`src/rtl/bit_packer_pkg.sv`:
```
// Shared constants for the bit packer: default word geometry and the output FIFO depth.
package bit_packer_pkg;

    localparam int DEF_WIDTH  = 8;
    localparam int DEF_LENW   = 4;
    localparam int FIFO_DEPTH = 2;

endpackage

```
`src/rtl/bit_packer_sync_fifo2.sv`:
```
// Two-entry register FIFO carrying {len, word} records from the packer to the consumer.
// A push while full is accepted only when a pop frees a slot on the same edge.
module sync_fifo2
    import bit_packer_pkg::*;
#(
    parameter int DW = DEF_WIDTH + DEF_LENW
) (
    input  logic          clk,
    input  logic          rst_n,
    input  logic          push_i,
    input  logic [DW-1:0] data_i,
    input  logic          pop_i,
    output logic          full_o,
    output logic          empty_o,
    output logic [DW-1:0] head_o
);

    logic [DW-1:0] mem_q [2];
    logic          wr_q;
    logic          rd_q;
    logic [1:0]    count_q;
    logic [1:0]    count_d;
    logic          wr_en;
    logic          rd_en;

    assign full_o  = (count_q == 2'(FIFO_DEPTH));
    assign empty_o = (count_q == 2'd0);
    assign rd_en   = pop_i & ~empty_o;
    assign wr_en   = push_i & (~full_o | rd_en);
    assign head_o  = mem_q[rd_q];

    // Occupancy follows the accepted push and pop of this cycle.
    always_comb begin
        count_d = count_q;
        case ({wr_en, rd_en})
            2'b10:   count_d = count_q + 2'd1;
            2'b01:   count_d = count_q - 2'd1;
            default: count_d = count_q;
        endcase
    end

    // Storage and pointers; reset empties the FIFO and zeroes the head.
    always_ff @(posedge clk or negedge rst_n) begin
        if (!rst_n) begin
            mem_q[0] <= '0;
            mem_q[1] <= '0;
            wr_q     <= 1'b0;
            rd_q     <= 1'b0;
            count_q  <= 2'd0;
        end else begin
            if (wr_en) begin
                mem_q[wr_q] <= data_i;
                wr_q        <= ~wr_q;
            end
            if (rd_en) begin
                rd_q <= ~rd_q;
            end
            count_q <= count_d;
        end
    end

endmodule

```
`src/rtl/bit_packer.sv`:
```
// Packs qualified serial bits LSB-first into WIDTH-bit words, with flush of partial
// words, a registered push into a 2-entry FIFO, and a sticky overflow flag.
module bit_packer
    import bit_packer_pkg::*;
#(
    parameter int WIDTH = DEF_WIDTH,
    parameter int LENW  = DEF_LENW
) (
    input  logic             clk,
    input  logic             rst_n,
    input  logic             bit_in,
    input  logic             bit_valid,
    input  logic             flush,
    output logic [WIDTH-1:0] word_out,
    output logic [LENW-1:0]  word_len,
    output logic             word_valid,
    input  logic             word_ready,
    output logic             overflow,
    output logic             busy
);

    localparam int DW = WIDTH + LENW;

    logic [WIDTH-1:0] shift_q, shift_d;
    logic [LENW-1:0]  cnt_q, cnt_d;
    logic             push_q, push_d;
    logic [DW-1:0]    push_data_q, push_data_d;
    logic             overflow_q, overflow_d;

    logic [WIDTH-1:0] shift_cap;
    logic [WIDTH-1:0] word_masked;
    logic [LENW-1:0]  cnt_cap;
    logic             fifo_full;
    logic             fifo_empty;
    logic [DW-1:0]    fifo_head;
    logic             pop;

    assign word_valid = ~fifo_empty;
    assign pop        = word_valid & word_ready;
    assign word_out   = fifo_head[WIDTH-1:0];
    assign word_len   = fifo_head[DW-1:WIDTH];
    assign overflow   = overflow_q;
    assign busy       = (cnt_q != '0) | word_valid;

    // Capture the incoming bit first, then decide whether a completed or flushed word is pushed.
    always_comb begin
        shift_cap   = shift_q;
        cnt_cap     = cnt_q;
        word_masked = '0;
        shift_d     = shift_q;
        cnt_d       = cnt_q;
        push_d      = 1'b0;
        push_data_d = push_data_q;
        if (bit_valid) begin
            for (int i = 0; i < WIDTH; i++) begin
                if (cnt_q == LENW'(i)) begin
                    shift_cap[i] = bit_in;
                end
            end
            cnt_cap = cnt_q + LENW'(1);
        end
        // Only the bits actually received survive; upper positions read as zero.
        for (int i = 0; i < WIDTH; i++) begin
            if (LENW'(i) < cnt_cap) begin
                word_masked[i] = shift_cap[i];
            end
        end
        if ((cnt_cap == LENW'(WIDTH)) || (flush && (cnt_cap != '0))) begin
            push_d      = 1'b1;
            push_data_d = {cnt_cap, word_masked};
            shift_d     = '0;
            cnt_d       = '0;
        end else begin
            shift_d = shift_cap;
            cnt_d   = cnt_cap;
        end
    end

    // A push that finds the FIFO full with no pop on the same edge is lost and latched as overflow.
    always_comb begin
        overflow_d = overflow_q | (push_q & fifo_full & ~pop);
    end

    // Packer state, the registered push stage and the sticky overflow flag.
    always_ff @(posedge clk or negedge rst_n) begin
        if (!rst_n) begin
            shift_q     <= '0;
            cnt_q       <= '0;
            push_q      <= 1'b0;
            push_data_q <= '0;
            overflow_q  <= 1'b0;
        end else begin
            shift_q     <= shift_d;
            cnt_q       <= cnt_d;
            push_q      <= push_d;
            push_data_q <= push_data_d;
            overflow_q  <= overflow_d;
        end
    end

    sync_fifo2 #(
        .DW(DW)
    ) u_fifo (
        .clk    (clk),
        .rst_n  (rst_n),
        .push_i (push_q),
        .data_i (push_data_q),
        .pop_i  (pop),
        .full_o (fifo_full),
        .empty_o(fifo_empty),
        .head_o (fifo_head)
    );

endmodule

```
`config.mk`:
```
export PLATFORM = sky130hd
export DESIGN_NAME = bit_packer
export DESIGN_NICKNAME = d
export VERILOG_FILES = /design/src/rtl/bit_packer_pkg.sv /design/src/rtl/bit_packer_sync_fifo2.sv /design/src/rtl/bit_packer.sv
export SDC_FILE = /design/constraint.sdc
export NUM_CORES = 1
export LEC_CHECK = 0
export BUFFER_PORTS_ARGS = -buffer_cell sky130_fd_sc_hd__buf_2
export CAP_MARGIN = 20
export CORE_ASPECT_RATIO = 0.6
export CORE_MARGIN = 5
export CORE_UTILIZATION = 30
export CTS_BUF_LIST = sky130_fd_sc_hd__clkbuf_4 sky130_fd_sc_hd__clkbuf_8
export DETAILED_ROUTE_END_ITERATION = 6
export GPL_ROUTABILITY_DRIVEN = 0
export PLACE_DENSITY = 0.49
export SYNTH_ARGS = -nofsm -noshare
export SYNTH_HDL_FRONTEND = slang
export SYNTH_HIERARCHICAL = 1
export SYNTH_SLANG_ARGS = --single-unit
```
`constraint.sdc`:
```
create_clock -name clk -period 2.4 [get_ports clk]
set_input_delay 0.36 -clock clk [delete_from_list [all_inputs] [get_ports clk]]
set_output_delay 0.36 -clock clk [all_outputs]
set_load 0.01 [all_outputs]
```
; Yosys cells after proc, flatten, opt, wreduce, memory -nomap -nowiden
; Index checks and enable logic that the tools add are counted.
; W data, S select, Z words.
[totals]
ff_bits = 54
out_inout_bits = 15
[classes]
add_sub_neg = 3
magnitude_cmp = 11
eq_ne = 11
n_mux = 28
n_bitwise = 15
n_reduce_logical = 8
[ops]
columns = cell, count
row1 = $mux W12, 4
row2 = $bwmux W24, 1
row3 = $mux W1, 17
row4 = $eq A4 B3 Y1 const B, 4
row5 = $lt A3 B4 Y1 const A, 4
row6 = $mux W8, 2
row7 = $demux W12 S1, 1
row8 = $eq A4 B2 Y1 const B, 2
row9 = $lt A1 B4 Y1 const A, 2
row10 = $lt A2 B4 Y1 const A, 2
row11 = $mux W4, 2
row12 = $reduce_bool A4 Y1, 2
row13 = $and A1 B1 Y1, 5
row14 = $not A1 Y1, 5
row15 = $add A4 B1 Y4 const B, 1
row16 = $eq A2 B2 Y1 const B, 2
row17 = $eq A4 B1 Y1 const B, 1
row18 = $eq A4 B4 Y1 const B, 1
row19 = $ge A2 B2 Y1 const B, 2
row20 = $logic_not A4 Y1, 1
row21 = $not A1 Y2, 2
row22 = $pmux W2 S2, 1
row23 = $or A1 B1 Y1, 3
row24 = $add A2 B1 Y2 const B, 1
row25 = 7 further kinds, 8

; Logic depth before layout (Yosys ltp)
; Gate-level depths: netlist of run 1.
[logic_depth]
ltp_word = 8
ltp_mapped = 8

; Cells and area by module
; Netlist of run 1, hierarchy kept.
[by_module_without_submodules]
columns = module, n_inst, cells_each, area_each_um2, seq_area_each_um2
row1 = bit_packer, 1, 117, 1338.8, 650.6
row2 = sync_fifo2, 1, 90, 1305.0, 700.7

; Worst setup path before layout of run 1
; Ideal clock, no wire load.
[synth_path]
kind = register -> register
startpoint = register cnt_q[0]
endpoint = register push_data_q[4]
setup_time_ns = 0.125
arrival_time_ns = 1.974
required_time_ns = 2.275
path_slack_ns = 0.301
stages_incl_launch_ff = 8
path_cell_list = dfrtp_1 inv_1 ha_1 nand3b_1 o22a_2 mux2i_2 buf_6 mux2_4
[synth_via]
elab_chain_cells = 5
[synth_rtl]
columns = item, line_no
row1 = "start, declared", bit_packer.sv:25  ; logic [LENW-1:0] cnt_q, cnt_d;
row2 = "start signal, assigned", bit_packer.sv:94  ; cnt_q <= cnt_d;
row3 = "parallel branches: the longest is 5 deep, another holds $add A4 B1 Y4", -
row4 = "end signal, assigned", bit_packer.sv:96  ; push_data_q <= push_data_d;
row5 = "end, declared", bit_packer.sv:27  ; logic [DW-1:0] push_data_q, push_data_d;
; Parallel ways; which one is timed is not known.
; A chain may end at the register's enable or synchronous reset.

; Worst setup path in the final report of run 1
[layout_path]
startpoint = register cnt_q[1]
endpoint = register push_data_q[3]
[layout_via]
elab_chain_cells = 5
[layout_rtl]
columns = item
row1 = "parallel branches: the longest is 5 deep, another holds $add A4 B1 Y4"
; Parallel ways; which one is timed is not known.

==> results of run 1 <==
==> where the power goes <==
group          internal, mW  switching, mW
logic                 0.406          0.363
clock network         0.233          0.307
registers              1.07          0.173
==> kinds of logic after synthesis <==
group                    count (synthesis)
buffers and inverters                   21
adder cells (fa/ha/maj)                  4
flip-flops                              54
multiplexers                            57
AND/OR/NAND/NOR                         47
XOR/XNOR                                 4
AO/OA/AOI/OAI                           20
==> per-stage QoR <==
stage	util	instances	power (mW)
global placement	0.338	337	2.03
global route	0.350	346	2.72
finish	0.350	346	2.55
floorplan	-	207	1.79
CTS	0.350	346	2.59
detailed placement	0.338	337	2.04
==> path summary, 6_finish.rpt <==
path	from	end	cells past startpoint
worst max-delay path	cnt_q[1]	push_data_q[3]	7
min in group asynchronous	rst_n	u_fifo/mem_q[7]	2
worst min-delay path	flush	cnt_q[2]	2
worst max register to register	cnt_q[1]	push_data_q[3]	7
worst min register to register	overflow	overflow	1
max in group asynchronous	rst_n	push_data_q[5]	3
==> cell usage after synthesis, types with 2 or more instances <==
master and number:
a21oi_1 7, nor2b_1 3, o32ai_1 2, xor2_1 3, mux2_4 15, nand2b_1 3
dfrtp_1 54, clkbuf_1 2, nand4b_1 4, mux2i_1 12, ha_1 4, nand2_1 6
o21ai_0 3, nor2_1 16, mux2_1 9, inv_1 10, o211ai_1 2, buf_2 2
mux2_2 20, nor4bb_1 2, nand3_1 3, buf_6 3
==> sequential cells by signal (all words and copies together) (netlist names) <==
| register | count |
|---|---|
| u_fifo/mem_q | 24 |
| push_data_q | 12 |
| shift_q | 8 |
| cnt_q | 4 |
| u_fifo/count_q | 2 |
| overflow | 1 |
| push_q | 1 |
| u_fifo/rd_q | 1 |
| u_fifo/wr_q | 1 |
==> layer usage <==
layer | up-vias | global-route usage | wire length (um)
met3 | 8 | 0.0357 | 190
met5 | - | 0 | 0
li1 | 771 | - | -
met1 | 763 | 0.140 | 2850
met4 | 0 | 0.0311 | 60
met2 | 18 | 0.144 | 2020
==> cell type report <==
cell class,instances,area (um2),share of cell area
inverter,10,37.5,0.0125
clock buffer,6,82.6,0.0275
clock inverter,2,12.5,0.00417
tap,112,140,0.0467
timing repair buffer,30,203,0.0676
multi-input combinational,132,1170,0.390
sequential,54,1350,0.451
==> timing repair <==
item / CTS / global route
endpoints found under the hold margin: 10 / 0
hold buffers: 1 / 0
endpoints found under the setup margin: 0 / 2
gates resized for setup: 0 / 1
==> results.cfg, run 1 <==
[yosys]
async_reset_ff_frac = 1.00
synthDominantCellAreaShare = 0.511
synth_flop_cell = dfrtp_1
syn_nets = 217
synth_fa_ha_area_frac = 0.0189
netlist_top_cells_area = dfrtp_1 51%, mux2_2 8.5%, mux2_4 8.5%
yosysWarnings = 6
yosys.cell_types.count = 44
syn_area_um2 = 2640
synth.area.mux_share = 0.259
synthCells = 207
yosysTopAreaCell = dfrtp_1
synth_compound_area_frac = 0.0487
synth_area_per_cell_um2 = 12.8
synth-edff-count = 0
synth_simple_gate_area_frac = 0.102
ys_seq_elements = 54
synth_top_family_by_area = multiplexers
ys_seq_area_frac = 0.511
synth_xor_area_frac = 0.0133

[sta]
tns_ps = 0
layout_setup_ws_ps = 171
layout_min_cycle_time_ps = 2230
tightest_slew_ps = 654
finalHoldViolCount = 0
finClkSkew_ps = 9.46
maxSlewHeadroom = 0.564
period_share = 0.929
rsz0062_at_grt = no
whs_ps = 225
finalSetupViolations = 0
fmax_ghz = 0.449
final_max_slew_viol_count = 0

[layout]
nFillCells = 873
final_common_cell = dfrtp_1
antenna_cells = 0
fin_area_um2 = 3000
finalNetCount = 243
area_growth_pct = 13.4
drive_gt1_frac = 0.338
most-common-layout-cells = 53 x dfrtp_1, 20 x mux2_2, 20 x buf_2

[clock_tree]
post-cts-setup-buffer-count = 0
clk_pin_slew_ps = 90
clockBufferDepth = 2
tritoncts = done
worstSkewPairLatency_ps = 310
cts-buffers-inserted = 5
clock_sinks = 54
clock-root-buffer = clkbuf_8
htree_num_levels = 2

[floorplanning]
die_h_um = 82.7
rows = 26
dieWidth_um = 131
io-pin-count = 21
core_area_um2 = 8560
start_util = 0.309
dieArea_um2 = 10900

[global_route]
grt_pass1_wl_um = 8450
grt_max_degree = 26
grt_pass1_vias = 1603
gr-total-overflow = 0
grtUsageTotal = 0.0998
antenna_found_initial = 0

[routing]
drt_wl_total_um = 5120
drt_iter0_drc = 76
vias_per_cell = 4.51
drt.antenna.violating_nets = 0
wl_per_cell_um = 14.8
drt-pass1-iter-count = 4
vias = 1560
drc = 0

[hold_path]
hp-class = input port to register

[setup_path]
cp.required_ps = 2600
cpMaxStageDelayCell = dfrtp_1
crit_type = register to register
cp.arrival_ps = 2430
max_stage_delay_ps = 450
crit_buf_inv = 2
cp-end-kind = register
regToRegSetupSlack_ps = 170
critPathTopFamily = multiplexers
path_max_fanout = 7
crit_chain = inv_1, ha_1, nand3b_1, o22a_2, mux2i_2, buf_4, mux2_2
cp-start-kind = register

[placement]
portBuffers = 20
dp_slack_ps = 123
dp_hpwl_um = 3700
placed_cell_area_um2 = 2890

[flow_run]
maxCapViolations = 0

[power]
power.density_nw_per_um2 = 850
p_leak_nw = 1.46
vdd.ir_drop.worst_v = 0.000320

[run_status]
outcome = completed
(Power assumes the default switching activity.)
==> run 2, diff against run 1 <==
Settings changed: ABC_AREA from default to 1.
==> run 2 against run 1 <==
Compared with the run above: clock power increased by 3%; combinational power is 86% higher; flip-flop and latch count unchanged; via count increased by 28%; core utilization down 1.5 points; non-clock buffer count shrank 4; sequential share of layout area decreased by 0.56 points; register-to-register slack gained 260 ps; final cell count up 34%; critical path type unchanged.
==> results.cfg, run 2 <==
[run_status]
outcome = completed

[yosys]
synthCells = 326
ys_seq_elements = 54
syn_area_um2 = 2750
synth-edff-count = 0
syn_nets = 336
synth_area_per_cell_um2 = 8.44
yosysTopAreaCell = dfrtp_1
netlist_top_cells_area = dfrtp_1 49%, nand2_1 16%, o21ai_2 5.7%
synthDominantCellAreaShare = 0.491
synthTopCellsByCount = 116 x nand2_1, 54 x dfrtp_1, 38 x inv_1, 18 x nand3_1, 18 x o21ai_2
ys_seq_area_frac = 0.491
yosys.cell_types.count = 26
yosysWarnings = 6
yosysMostFrequentCell = nand2_1
synth_flop_cell = dfrtp_1
async_reset_ff_frac = 1.00

[routing]
wl_per_cell_um = 12.2
drc = 0
vias = 1997
vias_per_cell = 4.29
drt.antenna.violating_nets = 0
drt-pass1-iter-count = 4
drt_wl_total_um = 5690
drt_iter0_drc = 136

[clock_tree]
cts-buffers-inserted = 5
clk_pin_slew_ps = 100
post-cts-setup-buffer-count = 0
hold_buffers = 0
tritoncts = done
htree_num_levels = 2
clockBufferDepth = 2
worstSkewPairLatency_ps = 320
post_cts_resize_count = 0
clock-root-buffer = clkbuf_8
clock_sinks = 54

[layout]
utilization = 0.335
reg_top3 = u_fifo/mem_q: 24 flops, push_data_q: 12 flops, shift_q: 8 flops
drive_gt1_frac = 0.226
area_growth_pct = 10.2
final_common_cell = nand2_1
largest_register = u_fifo/mem_q
antenna_cells = 0
largest_reg_flops = 24
most-common-layout-cells = 116 x nand2_1, 54 x dfrtp_1, 38 x inv_1
finalNetCount = 358

[sta]
final_max_slew_viol_count = 0
maxSlewHeadroom = 0.597
tightest_slew_ps = 605
rsz0062_at_grt = no
tns_ps = 0
fmax_ghz = 0.508
finalHoldViolCount = 0
layout_min_cycle_time_ps = 1970
period_share = 0.820
finClkSkew_ps = 4.66
finalSetupViolations = 0

[setup_path]
path_max_fanout = 21
regToRegSetupSlack_ps = 430
cp.arrival_ps = 2190
crit_type = register to register
cp-start-kind = register
startpoint = cnt_q[0]
cp.required_ps = 2620
timing.rr.start = cnt_q[0]
rr_worst_depth = 12
timing.rr.end = push_data_q[4]
cp-end-kind = register

[global_route]
grt_max_degree = 26
gr-total-overflow = 0
grt_pass1_wl_um = 10100
antenna_found_initial = 0
grt_pass1_vias = 2026
grtUsageTotal = 0.112

[power]
intPower_mw = 1.84
p_clk_frac = 0.169
vdd.ir_drop.worst_v = 0.000395
switching_power_mw = 1.45
p_leak_nw = 1.54
combPwrFrac = 0.435
power.density_nw_per_um2 = 1080
seqPwrFrac = 0.396
switching_share = 0.441

[placement]
portBuffers = 20
dp_hpwl_um = 4160

[floorplanning]
die_h_um = 84.2
io-pin-count = 21
core_area_um2 = 9050
rows = 27
dieArea_um2 = 11200
start_util = 0.304
dieWidth_um = 134

[flow_run]
maxCapViolations = 0

[hold_path]
hp-class = input port to async pin
-- run 2: cell count changes after synthesis, sizes merged, moves of 6 or more --
cell / change
o21ai: +36
nand2: +121
nand3: +15
mux2: -44
mux2i: -13
inv: +31
nor2: +6
-- run 2: logic make-up (layout without fill, tap and decap cells) --
| logic type | Yosys count | after routing | synth area share |
|---|---|---|---|
| adders and majority gates | 4 | 4 | 0.0182 |
| AOI/OAI and AO/OA | 45 | 45 | 0.109 |
| and+or+nand+nor | 169 | 169 | 0.281 |
| buffers and inverters | 52 | 75 | 0.0946 |
| xor gates and xnor gates | 2 | 2 | 0.00637 |
| DFF | 54 | 54 | 0.491 |
-- run 2: area by class of cell --
class | instances | area [um2]
fillers | 959 | 6020
flip-flops and latches | 54 | 1350
multi-input cells | 220 | 1140
inverters | 41 | 156
repair buffers | 26 | 145
well taps | 116 | 145
clock buffers | 6 | 82.6
clock inverters | 2 | 12.5
-- run 2: per-layer routing --
metal / vias up / track usage / wire length, um
li1: 1052 / - / -
met1: 915 / 0.165 / 3170
met2: 22 / 0.160 / 2240
met3: 8 / 0.0347 / 211
met4: 0 / 0.0280 / 65
met5: - / 0 / 0
-- run 2: how the worst max path moves through the flow --
stage / to / slack (ps) / cells after the start
CTS: push_data_q[4] / 420 / 12
finish: push_data_q[4] / 430 / 12
global route: push_data_q[5] / 200 / 12
detailed placement: push_data_q[4] / 420 / 12
floorplan: u_fifo/mem_q[16] / 610 / 11
global placement: push_data_q[4] / 490 / 12
-- run 2: worst max-delay path, cell delays in order (launching register included) --
cell and delay (ps):
dfrtp_1 450, inv_1 100, ha_1 290, inv_1 50
nand2_1 70, nand2_4 120, nand2_1 90, nor2_2 100
nand2_2 70, nand2_4 210, inv_4 170, nand2_1 90
nand2_1 40
-- run 2: power by group through the flow --
stage | Sequential (mW) | Combinational, mW | Clock (mW)
after detailed placement | 1.32 | 1.46 | 0
after global placement | 1.32 | 1.45 | 0
after floorplan | 1.29 | 1.21 | 0
after CTS | 1.30 | 1.46 | 0.588
final | 1.30 | 1.43 | 0.557
after global routing | 1.34 | 1.66 | 0.616
-- run 2: through the flow --
step           instances  instance area (um2)  power [mW]  setup slack [ps]  hold slack, ps
2_1_floorplan        326                 2750        2.50               605            64.4
3_3_place_gp         457                 2940        2.77               486             399
3_5_place_dp         457                 2940        2.78               424             415
4_1_cts              465                 3030        3.35               416            51.7
5_1_grt              465                 3030        3.61               198            72.1
6_report             465                 3030        3.29               431            33.7
==> run 3, diff against run 2 <==
Clock period 2.4 ns to 1.95 ns, I/O delays scaled along.
==> run 3 against run 2 <==
Compared with the run above: non-clock buffer count up 3; core utilization up 0.55 points; sequential share of layout area down 0.64 points; clock skew up 0.53 ps; clock power up 17%; critical path depth unchanged; critical path type unchanged; largest cell class unchanged; highest routed layer unchanged.
==> results.cfg, run 3 (synthesis results as in run 2) <==
[run_status]
outcome = completed

[routing]
drt_wl_total_um = 5640
vias_per_cell = 4.31
drc = 0
vias = 2019
drt-pass1-iter-count = 4
drt_iter0_drc = 115
drt.antenna.violating_nets = 0
wl_per_cell_um = 12.1

[setup_path]
crit_end = push_data_q[2]
rr_worst_depth = 12
cp-end-kind = register
cp-start-kind = register
timing.rr.start = cnt_q[0]
regToRegSetupSlack_ps = 170
startpoint = cnt_q[0]
timing.rr.end = push_data_q[2]
crit_type = register to register
cp.required_ps = 2200
path_max_fanout = 19
cp.arrival_ps = 2030

[placement]
placed_cells = 459
portBuffers = 20
dp_hpwl_um = 4100

[sta]
rsz0062_at_grt = no
fmax_ghz = 0.562
tns_ps = 0
final_max_slew_viol_count = 0
maxSlewHeadroom = 0.675
finalHoldViolCount = 0
layout_min_cycle_time_ps = 1780
finalSetupViolations = 0
whs_ps = 261
tightest_slew_ps = 486
period_share = 0.913
finClkSkew_ps = 5.19

[clock_tree]
clock_sinks = 54
tritoncts = done
htree_num_levels = 2
clock-root-buffer = clkbuf_8
clockBufferDepth = 2
clk_pin_slew_ps = 100
cts-buffers-inserted = 5
worstSkewPairLatency_ps = 320
post-cts-setup-buffer-count = 0

[power]
vdd.ir_drop.worst_v = 0.000636
power.total_mw = 4.12
power.density_nw_per_um2 = 1330
p_leak_nw = 1.56

[layout]
utilization = 0.341
nFillCells = 982
reg_top3 = u_fifo/mem_q: 24 flops, push_data_q: 12 flops, shift_q: 8 flops
final_common_cell = nand2_1
finalNetCount = 361
drive_gt1_frac = 0.236
antenna_cells = 0
largest_register = u_fifo/mem_q
largest_reg_flops = 24
most-common-layout-cells = 116 x nand2_1, 52 x dfrtp_1, 38 x inv_1
layoutNonFillerInstCount = 468
area_growth_pct = 12.1

[global_route]
grt_pass1_vias = 2023
grt_pass1_wl_um = 9980
gr-total-overflow = 0
grt_max_degree = 55
antenna_found_initial = 0
grtUsageTotal = 0.110

[floorplanning]
die_h_um = 84.2
io-pin-count = 21
core_area_um2 = 9050
start_util = 0.304
dieArea_um2 = 11200
dieWidth_um = 134
rows = 27

[flow_run]
maxCapViolations = 0

[hold_path]
hp-class = input port to register
## run 3: worst min path at each step
stage | from | endpoint | slack, ps | depth (start not counted)
2_1_floorplan | rst_n | cnt_q[0] | -3 | 0
3_3_place_gp | rst_n | u_fifo/count_q[0] | 320 | 2
3_5_place_dp | rst_n | overflow | 320 | 2
4_1_cts | flush | cnt_q[3] | 250 | 4
5_1_grt | flush | cnt_q[3] | 260 | 4
6_report | flush | cnt_q[3] | 260 | 4
## run 3: final cells by class
cell class	instances	area, um2	share of cell area
Inverter	41	159	0.0515
Multi-Input combinational cell	220	1140	0.370
Tap cell	116	145	0.0471
Clock inverter	2	13.8	0.00446
Timing Repair Buffer	29	195	0.0633
Sequential cell	54	1350	0.439
Clock buffer	6	76.3	0.0248
## run 3: stage by stage
| stage | instance area [um2] | setup WS (ps) |
|---|---|---|
| floorplan | 2750 | 155 |
| global placement | 2980 | 129 |
| detailed placement | 2980 | 104 |
| CTS | 3080 | 87.3 |
| global route | 3080 | 6.14 |
| finish | 3080 | 170 |
## run 3: worst max-delay path, cell delays in order, from the launching register on
cell and delay [ps]:
dfrtp_2 420, inv_1 80, ha_1 290, inv_1 50, nand2_1 70, nand2_4 130
nand2_1 90, nor2_2 100, nand2_2 80, nand2_4 100, buf_12 160, nand2_1 70
o21ai_2 50
## run 3: power by group
group	switching, mW	internal (mW)	total (mW)
registers	0.197	1.41	1.61
logic	1.22	0.632	1.85
clock network	0.383	0.269	0.652
total	1.80	2.31	4.12
## run 3: repair_timing
item	4_1_cts	5_1_grt
endpoints found under the hold margin	54	0
endpoints found under the setup margin	0	24
hold buffers	1	0
resized for setup	0	3
## run 3: layer usage
metal  GRT usage  part of all wire
met5           0                 0
met4      0.0308             0.012
met3      0.0299             0.039
met2       0.154              0.39
met1       0.167              0.56
